**src/rtl/state_sequencer_pkg.sv**
```systemverilog
`default_nettype none
// ============================================================================
// Module      : state_sequencer_pkg
// Description : Shared state encoding, opcode constants and the mul/div
//               instruction decode used by the state sequencer.
// Revision    : 1.0 - initial release
// ============================================================================
package state_sequencer_pkg;

    // Sequencer states; codes 5-15 are illegal and fall back to HALT
    typedef enum logic [3:0] {
        HALT   = 4'd0,
        FETCH  = 4'd1,
        DECODE = 4'd2,
        EXEC1  = 4'd3,
        EXEC2  = 4'd4
    } state_t;

    // Primary opcodes (instr[31:26])
    localparam logic [5:0] OP_RTYPE = 6'b000000;
    localparam logic [5:0] OP_LW    = 6'b100011;
    localparam logic [5:0] OP_SW    = 6'b101011;
    localparam logic [5:0] OP_J     = 6'b000010;

    // fun[5:2] shared by MULT/MULTU/DIV/DIVU
    localparam logic [3:0] FUN_MULDIV = 4'b0110;

    // True for R-type multiply/divide instructions
    function automatic logic is_muldiv(input logic [5:0] opcode, input logic [5:0] fun);
        return (opcode == OP_RTYPE) && (fun[5:2] == FUN_MULDIV);
    endfunction

endpackage
`default_nettype wire

```
**src/rtl/wrap_counter.sv**
```systemverilog
`default_nettype none
// ============================================================================
// Module      : wrap_counter
// Description : Free-running enabled up-counter that wraps to zero at its
//               maximum value, with asynchronous active-high reset.
// Revision    : 1.0 - initial release
// ============================================================================
module wrap_counter #(
    parameter int WIDTH = 32
) (
    input  logic             clk,
    input  logic             rst,
    input  logic             en,
    output logic [WIDTH-1:0] count
);

    logic [WIDTH-1:0] r_count;

    // Count enabled cycles; natural overflow gives the wrap to zero
    always_ff @(posedge clk or posedge rst) begin
        if (rst) begin
            r_count <= '0;
        end else if (en) begin
            r_count <= r_count + 1'b1;
        end
    end

    assign count = r_count;

endmodule
`default_nettype wire

```
**src/rtl/state_sequencer.sv**
```systemverilog
`default_nettype none
// ============================================================================
// Module      : state_sequencer
// Description : Multi-cycle instruction sequencer (FETCH/DECODE/EXEC1/EXEC2)
//               with bus and mul/div stall handling, sticky HALT on a fetch
//               from address zero, and active-cycle / retired-instruction
//               counters.
// Revision    : 1.0 - initial release
// ============================================================================
module state_sequencer
    import state_sequencer_pkg::*;
(
    input  logic        clk,
    input  logic        reset,
    input  logic        waitrequest,
    input  logic        memread,
    input  logic        memwrite,
    input  logic [5:0]  opcode,
    input  logic [5:0]  fun,
    input  logic [31:0] pc,
    input  logic        div_mult_busy,
    output logic [3:0]  state,
    output logic        active,
    output logic        stall,
    output logic [31:0] cycle_count,
    output logic [31:0] instr_count
);

    state_t r_state;
    state_t w_next;
    logic   w_stall;
    logic   w_mem_wait;
    logic   w_muldiv_wait;
    logic   w_retire;

    // A bus transfer is pending and the slave has not accepted it
    assign w_mem_wait    = (memread | memwrite) & waitrequest;
    assign w_muldiv_wait = is_muldiv(opcode, fun) & div_mult_busy;

    // State register; reset abandons any in-flight instruction and refetches
    always_ff @(posedge clk or posedge reset) begin
        if (reset) begin
            r_state <= FETCH;
        end else begin
            r_state <= w_next;
        end
    end

    // Next-state and stall decode; both EXEC1 hold causes merge into one stall
    always_comb begin
        w_next  = HALT;
        w_stall = 1'b0;
        case (r_state)
            HALT: begin
                w_next = HALT;
            end
            FETCH: begin
                if (pc == 32'd0) begin
                    w_next = HALT;
                end else if (memread & waitrequest) begin
                    w_next  = FETCH;
                    w_stall = 1'b1;
                end else begin
                    w_next = DECODE;
                end
            end
            DECODE: begin
                w_next = EXEC1;
            end
            EXEC1: begin
                if (w_mem_wait | w_muldiv_wait) begin
                    w_next  = EXEC1;
                    w_stall = 1'b1;
                end else begin
                    w_next = EXEC2;
                end
            end
            EXEC2: begin
                if (w_mem_wait) begin
                    w_next  = EXEC2;
                    w_stall = 1'b1;
                end else begin
                    w_next = FETCH;
                end
            end
            default: begin
                w_next = HALT;
            end
        endcase
    end

    // An instruction retires only when EXEC2 completes back into FETCH
    assign w_retire = (r_state == EXEC2) && (w_next == FETCH);

    assign state  = r_state;
    assign active = (r_state != HALT);
    assign stall  = w_stall;

    wrap_counter #(
        .WIDTH (32)
    ) u_cycle_counter (
        .clk   (clk),
        .rst   (reset),
        .en    (active),
        .count (cycle_count)
    );

    wrap_counter #(
        .WIDTH (32)
    ) u_instr_counter (
        .clk   (clk),
        .rst   (reset),
        .en    (w_retire),
        .count (instr_count)
    );

endmodule
`default_nettype wire

```
**config.mk**
```make
export PLATFORM = sky130hd
export DESIGN_NAME = state_sequencer
export DESIGN_NICKNAME = d
export VERILOG_FILES = /design/src/rtl/state_sequencer_pkg.sv /design/src/rtl/wrap_counter.sv /design/src/rtl/state_sequencer.sv
export SDC_FILE = /design/constraint.sdc
export NUM_CORES = 1
export LEC_CHECK = 0
export CAP_MARGIN = 10
export CORE_UTILIZATION = 50
export CTS_CLUSTER_DIAMETER = 120
export CTS_CLUSTER_SIZE = 25
export DETAILED_ROUTE_END_ITERATION = 7
export DONT_BUFFER_PORTS = 1
export GPL_TIMING_DRIVEN = 0
export SETUP_SLACK_MARGIN = 0.5
export SLEW_MARGIN = 5
export SYNTH_ARGS = -nofsm -noshare
export SYNTH_HDL_FRONTEND = slang
export SYNTH_SLANG_ARGS = --single-unit
```
**constraint.sdc**
```tcl
create_clock -name clk -period 2.65 [get_ports clk]
set_clock_uncertainty 0.15 [all_clocks]
set_input_delay 0.1325 -clock clk [delete_from_list [all_inputs] [get_ports clk]]
set_output_delay 0.1325 -clock clk [all_outputs]
set_load 0.05 [all_outputs]
```
## Yosys cells after proc, flatten, opt, wreduce, memory -nomap -nowiden

Index checks and enable logic that the tools add are counted.

| storage, ports and cells | value |
|---|---|
| bits in registers | 68 |
| output and inout bits | 70 |
| logic and storage cells | 31 |

| cells by class | value |
|---|---|
| bitwise gates (word level) | 5 |
| multiplexer cells | 10 |
| eq/ne operators | 6 |
| reduce and logical (&&, ||, !) cells | 5 |
| $add $sub $neg | 2 |

Operators by type and width:

| kind | number |
|---|---|
| 32-bit by 1-bit adder with 32-bit output (second input constant) | 2 |
| 32-bit logical NOT | 1 |
| 3-bit one-hot mux with 4 select lines | 1 |
| 4-bit by 1-bit == test with 1-bit output (second input constant) | 2 |
| 4-bit by 2-bit == test with 1-bit output (second input constant) | 2 |
| 4-bit by 3-bit == test with 1-bit output (second input constant) | 2 |
| 6-bit logical NOT | 1 |
| 3-bit two-way mux | 2 |
| 1-bit two-way mux | 4 |
| 2-bit two-way mux | 2 |
| 4-bit nonzero test | 1 |
| 1-bit AND | 3 |
| 1-bit one-hot mux with 3 select lines | 1 |
| 1-bit logical AND | 2 |
| 1-bit bitwise OR | 2 |

## Longest topological paths before layout

Gate-level depths: netlist of run 1.

| depth | value |
|---|---|
| word-level depth | 8 |
| mapped depth | 7 |
| depth with buffers taken out | 6 |

## By module

Synthesis of run 1 repeated with hierarchy kept, for this count alone.

| second synthesis, totals | value |
|---|---|
| cell total of the unflattened synthesis | 293 |
| area, all modules | 3338.2 um^2 |

Modules (own cells, without submodules):

| module | cells an instance | times used | area each (um^2) |
|---|---|---|---|
| wrap_counter | 126 | 2 | 1510.2 |
| state_sequencer | 41 | 1 | 317.8 |

## Worst setup path after synthesis of run 1

No wires, ideal clock.

| path | value |
|---|---|
| kind | reg-to-output |
| from | reg r_state[2], in the netlist state[2] |
| to | out stall |
| path slack | -0.095 ns |
| cell stages (with the launch flop) | 5 |
| required time | 2.368 ns |
| arrival time | 2.462 ns |
| cells stage by stage | dfrtp_1 > or3b_2 > nor2_1 > a21oi_1 > o21ai_0 |

| on the way | value |
|---|---|
| longest elaborated chain between the ends | 2 |
| elaborated cells between the ends (all ways) | 4 |
| those cells by class | eq/ne (3); mux (1) |

Ends and longest elaborated chain:

| item | line | source |
|---|---|---|
| from (decl) | state_sequencer.sv:29 | `state_t r_state;` |
| from (signal assigned) | state_sequencer.sv:45 | `r_state <= w_next;` |
| 4-bit by 3-bit == test with 1-bit output (tied with other cells) | state_sequencer.sv:53 | `case (r_state)` |
| 1-bit one-hot mux with 3 select lines (*) | state_sequencer.sv:53 |  |
| to (decl) | state_sequencer.sv:24 | `output logic stall,` |

Every way passes the cells marked *; elsewhere a longest branch is shown, timed or not.

## Worst setup path in the final report of run 1

| path | value |
|---|---|
| from | reg u_instr_counter.r_count[2], in the netlist u_instr_counter.count[2] |
| to | reg u_instr_counter.r_count[28], in the netlist u_instr_counter.count[28] |

| on the way | value |
|---|---|
| longest elaborated chain between the ends | 1 |

Ends and longest elaborated chain:

| item | line | source |
|---|---|---|
| from (decl) | wrap_counter.sv:17 | `logic [WIDTH-1:0] r_count;` |
| from (signal assigned) | wrap_counter.sv:24 | `r_count <= r_count + 1'b1;` |
| 32-bit by 1-bit adder with 32-bit output | wrap_counter.sv:24 |  |

Every way passes these cells.
A chain may end at the register's enable or synchronous reset.

==> flow_metrics.env, run 1 <==
export IMPL_outcome="complete, but fails checks"
export IMPL_violations="negative hold slack"
export IMPL_die_h_um=81.4
export IMPL_yosysMostFrequentCell="dfrtp_1"
export IMPL_drive_gt1_share_pct=34.1
export IMPL_fin_cells=409
export IMPL_cts_buffers=9
export IMPL_power_share_switching_pct=39.0
export IMPL_numPlacedInstances=368
export IMPL_path_class="flip-flop to flip-flop"
export IMPL_antenna_found_initial=0
export IMPL_slew_headroom_pct=45.7
export IMPL_p_int_mw=1.77
export IMPL_fin_crit_ns=2.26
export IMPL_end_kind="flip-flop"
export IMPL_ys_ff_latch=67
export IMPL_cts_tree="done"
export IMPL_crit_fanout=6
export IMPL_pin_count=120
export IMPL_critical_path_top_delay_family="simple AND/OR/NAND/NOR gates"
export IMPL_drc=0
export IMPL_rsz0062_at_grt="true"
export IMPL_synth_common_cells="dfrtp_1 (66), xnor2_1 (38), nand2_1 (34)"
export IMPL_hold_viol=1
export IMPL_synth_seq_area_share_pct=53.3
export IMPL_fin_nets=381
export IMPL_gp_congestion=0.788
export IMPL_worstSkewPairLatency_ns=0.34
export IMPL_irDropWorstVdd_mv=0.467
export IMPL_htreeDepth=3
export IMPL_synth_distinct_cells=41
export IMPL_synth_top_area_share_pct=52.4
export IMPL_drt_wl_total_um=6750
export IMPL_p_seq_share_pct=56.6
export IMPL_antennaDiodeCount=0
export IMPL_clock_sink_count=67
export IMPL_fin_crit_sh_pct=85.2
export IMPL_async_reset_ff_share_pct=100
export IMPL_worst_slack_ns=0.392
export IMPL_slew_violations=0
export IMPL_area_growth_pct=25.0
export IMPL_p_sw_mw=1.13
export IMPL_coreArea_mm2=0.00599
export IMPL_synth_top_area_cell="dfrtp_1"
export IMPL_synthCells=293
export IMPL_min_path_type="input port to flip-flop"
export IMPL_pwr_share_clk_pct=26.8
export IMPL_max_cap_viol_count=0
export IMPL_grt_pass1_wl_um=10500
export IMPL_viasPerCell=5.63
export IMPL_path_clk_slew_ns=0.07
export IMPL_critical_path_required_ns=2.75
export IMPL_r2r_start="u_instr_counter.count[2]"
export IMPL_dp_hpwl_um=4490
export IMPL_hold_ws_ns=-0.0117
export IMPL_grt_pass1_vias=2184
export IMPL_io_buffers=0
export IMPL_min_from="memwrite"
export IMPL_critical_path_buf_inv_count=0
export IMPL_die_area_mm2=0.00662
export IMPL_root_buffer="clkbuf_8"
export IMPL_rows=28
export IMPL_grt_start_max_net_pins=68
export IMPL_crit_path_start_kind="flip-flop"
export IMPL_max_freq_mhz=443
export IMPL_syn_nets=345
export IMPL_synthTopCellsByArea="dfrtp_1 (52%), xnor2_1 (11%), xor2_1 (6.7%)"
export IMPL_avgSynthCellArea_um2=10.8
export IMPL_clk_path_buf_depth=2
export IMPL_crit_chain="and4_4 > nand3_4 > or4_4 > a2111oi_4 > xor2_1"
export IMPL_first_iter_violations=58
export IMPL_worst_slew_pin_slew_ns=0.815
export IMPL_synth_edf_count=0
export IMPL_grt_overflow=0
export IMPL_gr_usage_all_layers_pct=21.4
export IMPL_critical_path_startpoint="u_instr_counter.count[2]"
export IMPL_start_util_pct=52.6
export IMPL_via_count=2301
export IMPL_cp_slowest_stage_delay_ns=0.63
export IMPL_place_ws_ns=0.178
export IMPL_setup_viol=0
export IMPL_cp_slowest_cell="or4_4"
export IMPL_drt_pass1_iter_count=4
export IMPL_ys_dominant_reg_cell="dfrtp_1"
export IMPL_syn_cell_area_mm2=0.00315
export IMPL_drtAntennaViolNets=0
export IMPL_p_leak_nw=1.72
export IMPL_ys_warn_count=0
export IMPL_crit_arrival_ns=2.36
export IMPL_p_per_area_mw_per_mm2=738
export IMPL_combPwrFrac_pct=16.6
export IMPL_die_w_um=81.4
export IMPL_wl_per_cell_um=16.5
[kinds of logic after synthesis]
kind of cell	share of synthesized area, %
flops	53.3
buf+inv	1.11
simple gates	23.7
fa+ha+maj	0.794
xor+xnor	17.2
mux	0.357
compound gates	3.38
other cells	0.119
[flip-flops by register name, summed over array words and instances (netlist names)]
name,count
u_instr_counter.count,32
state,3
u_cycle_counter.count,32
[power by group through the flow]
stage / combinational (mW) / clock, mW / sequential (mW)
2_1_floorplan: 0.345 / 0 / 1.60
3_3_place_gp: 0.388 / 0 / 1.64
3_5_place_dp: 0.394 / 0 / 1.65
4_1_cts: 0.465 / 0.802 / 1.64
5_1_grt: 0.532 / 0.851 / 1.67
6_report: 0.482 / 0.780 / 1.65
[worst paths after layout]
path / slack [ns] / cells after the start / to
hold / removal: -0.01 / 4 / u_instr_counter.count[1]
hold reg to reg: 0.53 / 1 / u_instr_counter.count[8]
setup reg to reg: 0.39 / 5 / u_instr_counter.count[28]
max in group asynchronous: 1.44 / 2 / state[2]
min in group asynchronous: 0.29 / 2 / u_instr_counter.count[11]
setup / recovery: 0.39 / 5 / u_instr_counter.count[28]
[worst min-delay path: cells and delay by family]
family           cells  cell delay, ns
AO/OA/AOI/OAI        1            0.13
AND/OR/NAND/NOR      3            0.17
[timing repair]
item                                   CTS  global route
hold buffers                             4             0
setup buffers                           13             7
cloned                                   1             0
gates resized for setup                 28            28
setup endpoints to repair               35            42
endpoints found under the hold margin   67             0
pin swaps                               11             9
[routing by layer]
metal / vias up / part of all wire [%] / track usage (%) / routed length, µm
li1: 1109 / - / - / -
met5: - / 0 / 0 / 0
met3: 11 / 6.2 / 8.20 / 421
met4: 0 / 1.5 / 9.64 / 102
met2: 66 / 50 / 32.8 / 3370
met1: 1115 / 42 / 26.5 / 2850
[placed cells by master (no fill, tap or decap), drive strengths merged]
cell	instances
a211oi	3
mux2	1
buf	24
nand2	35
a2111oi	1
or4	2
inv	5
or3b	1
and3	6
o31ai	1
dfrtp	66
o311ai	1
ha	2
nor3	12
or3	1
and4	5
nor2b	2
dfstp	1
a31oi	1
conb	1
xor2	24
a31o	1
nor3b	1
o21a	1
nand3	20
and3b	1
a21oi	2
nand4	19
o21ai	4
and2	1
clkinv	2
nor2	18
xnor2	38
dlygate4sd3	4
nor4	11
clkbuf	14
nor4b	2
[area by class of cell]
cell class / count / area [µm²]
Buffer: 3 / 33.8
Clock buffer: 14 / 173
Clock inverter: 2 / 10.0
Fill cell: 473 / 2050
Inverter: 5 / 21.3
Multi-Input combinational cell: 218 / 1680
Sequential cell: 67 / 1730
Tap cell: 75 / 93.8
Timing Repair Buffer: 25 / 195
[stage by stage]
stage / total power, mW / TNS [ns] / hold slack [ns] / cell area (µm²) / util, %
floorplan: 1.94 / 0 / 0.194 / 3240 / -
global placement: 2.03 / -11.22 / 0.219 / 3330 / 55.6
detailed placement: 2.04 / 0 / 0.0726 / 3340 / 55.7
CTS: 2.91 / 0 / 0.000617 / 3780 / 63.2
global route: 3.05 / 0 / 0.000612 / 3940 / 65.7
finish: 2.91 / 0 / -0.0117 / 3940 / 65.7
Note: power is estimated with default switching activity, not from simulation.
==> run 2, diff against run 1 <==
- CORE_UTILIZATION: 50 -> 40
- HOLD_SLACK_MARGIN: unset -> 0.12
==> flow_metrics.env, run 2 (same netlist as run 1, synthesis figures left out) <==
export IMPL_setup_viol=0
export IMPL_pin_count=120
export IMPL_setup_tns_final_ns=0
export IMPL_critical_path_buf_inv_count=1
export IMPL_fill_cells=655
export IMPL_gr_usage_all_layers_pct=21.1
export IMPL_worst_slew_pin_slew_ns=0.820
export IMPL_io_buffers=0
export IMPL_dp_hpwl_um=4690
export IMPL_clock_sink_count=67
export IMPL_grt_pass1_vias=2742
export IMPL_min_path_type="input port to flip-flop"
export IMPL_drt_wl_total_um=8110
export IMPL_clk_path_buf_depth=2
export IMPL_grt_pass1_wl_um=13600
export IMPL_drt_pass1_iter_count=4
export IMPL_placed_area_mm2=0.00337
export IMPL_slew_violations=0
export IMPL_numPlacedInstances=392
export IMPL_coreArea_mm2=0.00745
export IMPL_antennaDiodeCount=0
export IMPL_crit_fanout=7
export IMPL_cts_buffers=9
export IMPL_end_kind="output port"
export IMPL_crit_path_start_kind="flip-flop"
export IMPL_cts_tree="done"
export IMPL_gp_congestion=0.756
export IMPL_drive_gt1_share_pct=33.4
export IMPL_drc=0
export IMPL_grt_start_max_net_pins=68
export IMPL_crit_arrival_ns=1.96
export IMPL_cp_slowest_cell="dfstp_2"
export IMPL_antenna_found_initial=0
export IMPL_fin_cells=464
export IMPL_die_area_mm2=0.00824
export IMPL_start_util_pct=42.3
export IMPL_slew_headroom_pct=45.3
export IMPL_critical_path_top_delay_family="flip-flops"
export IMPL_path_clk_slew_ns=0.07
export IMPL_fin_crit_sh_pct=84.6
export IMPL_drtAntennaViolNets=0
export IMPL_max_freq_mhz=446
export IMPL_area_growth_pct=38.7
export IMPL_fin_crit_ns=2.24
export IMPL_outcome="complete, no violations"
export IMPL_via_count=2568
export IMPL_multi_input_area_mm2=0.00169
export IMPL_crit_chain="buf_6 > nor4b_2 > o21ai_2 > o21ai_4"
export IMPL_layout_cells_most_common_list="xnor2_1 (38), dlygate4sd3_1 (37), dfrtp_2 (36)"
export IMPL_die_h_um=90.8
export IMPL_final_cell_area_mm2=0.00437
export IMPL_path_class="flip-flop to output port"
export IMPL_first_iter_violations=65
export IMPL_final_common_cell="xnor2_1"
export IMPL_critical_path_required_ns=2.37
export IMPL_irDropWorstVdd_mv=0.363
export IMPL_grt_overflow=0
export IMPL_hold_viol=0
export IMPL_max_cap_viol_count=0
export IMPL_worst_slack_ns=0.408
export IMPL_rows=31
export IMPL_die_w_um=90.8
export IMPL_cp_slowest_stage_delay_ns=0.71
export IMPL_p_per_area_mw_per_mm2=739
export IMPL_place_ws_ns=0.197
export IMPL_p_leak_nw=1.86
export IMPL_wl_per_cell_um=17.5
export IMPL_rsz0062_at_grt="true"
export IMPL_root_buffer="clkbuf_8"
export IMPL_worstSkewPairLatency_ns=0.35
export IMPL_htreeDepth=3
export IMPL_postLayoutCoreUtil_pct=58.7
export IMPL_fin_nets=412
export IMPL_final_seq_area_mm2=0.00173
export IMPL_viasPerCell=5.53
[run 2: changes by cell type in the layout (fill, tap and decap cells not counted), sizes merged, moves of 2 or more]
cell / delta
bufinv: +3
buf: -2
clkbuf: -4
dlygate4sd3: +33
[run 2: cell type report]
class	count	share of cell area (%)
well taps	99	2.83
multi-input cells	218	38.6
flip-flops and latches	67	39.6
inverters	5	0.487
repair buffers	56	11.9
clock buffers	10	3.15
clock inverters	6	2.55
plain buffers	3	0.887
[run 2: layer usage]
layer | share of wire, % | global-route usage [%] | up-vias
met5 | 0 | 0 | -
met3 | 6.2 | 7.49 | 37
met4 | 4.7 | 13.4 | 0
met1 | 39 | 23.1 | 1266
li1 | - | - | 1171
met2 | 50 | 34.8 | 94
[run 2: power by group]
group | internal, mW | switching (mW) | total (mW) | leakage [nW]
Clock | 0.652 | 0.401 | 1.05 | 0.123
Sequential | 1.14 | 0.497 | 1.64 | 0.848
Combinational | 0.241 | 0.298 | 0.539 | 0.890
[run 2: path summary, 6_finish.rpt]
kind                                            from                         to  slack, ns  depth (start not counted)
max reg2reg                                 state[0]  u_instr_counter.count[24]       0.42                          6
min                                    div_mult_busy                   state[0]       0.21                          5
max                                         state[0]                      stall       0.41                          4
min reg2reg                u_cycle_counter.count[13]  u_cycle_counter.count[13]       0.53                          1
min in group asynchronous                      reset  u_cycle_counter.count[26]       0.30                          2
max in group asynchronous                      reset                   state[2]       1.45                          2
[run 2: through the flow]
step,hold slack [ns],total power [mW]
final,0.208,3.23
after CTS,0.175,3.25
after detailed placement,0.0905,2.05
after global placement,0.230,2.03
after floorplan,0.194,1.94
after global routing,0.224,3.37
[run 2: worst reg2reg max path, stage by stage (launching register included)]
cell	delay [ns]
dfstp_2	0.71
buf_6	0.20
nor4b_2	0.28
o21ai_2	0.22
buf_12	0.19
a211oi_2	0.26
xor2_1	0.16
[run 2: what timing repair did]
item	4_1_cts	5_1_grt
hold buffers	38	0
setup buffers	16	3
pin swaps	18	9
setup endpoints to repair	33	40
resized for setup	46	16
endpoints found under the hold margin	73	0
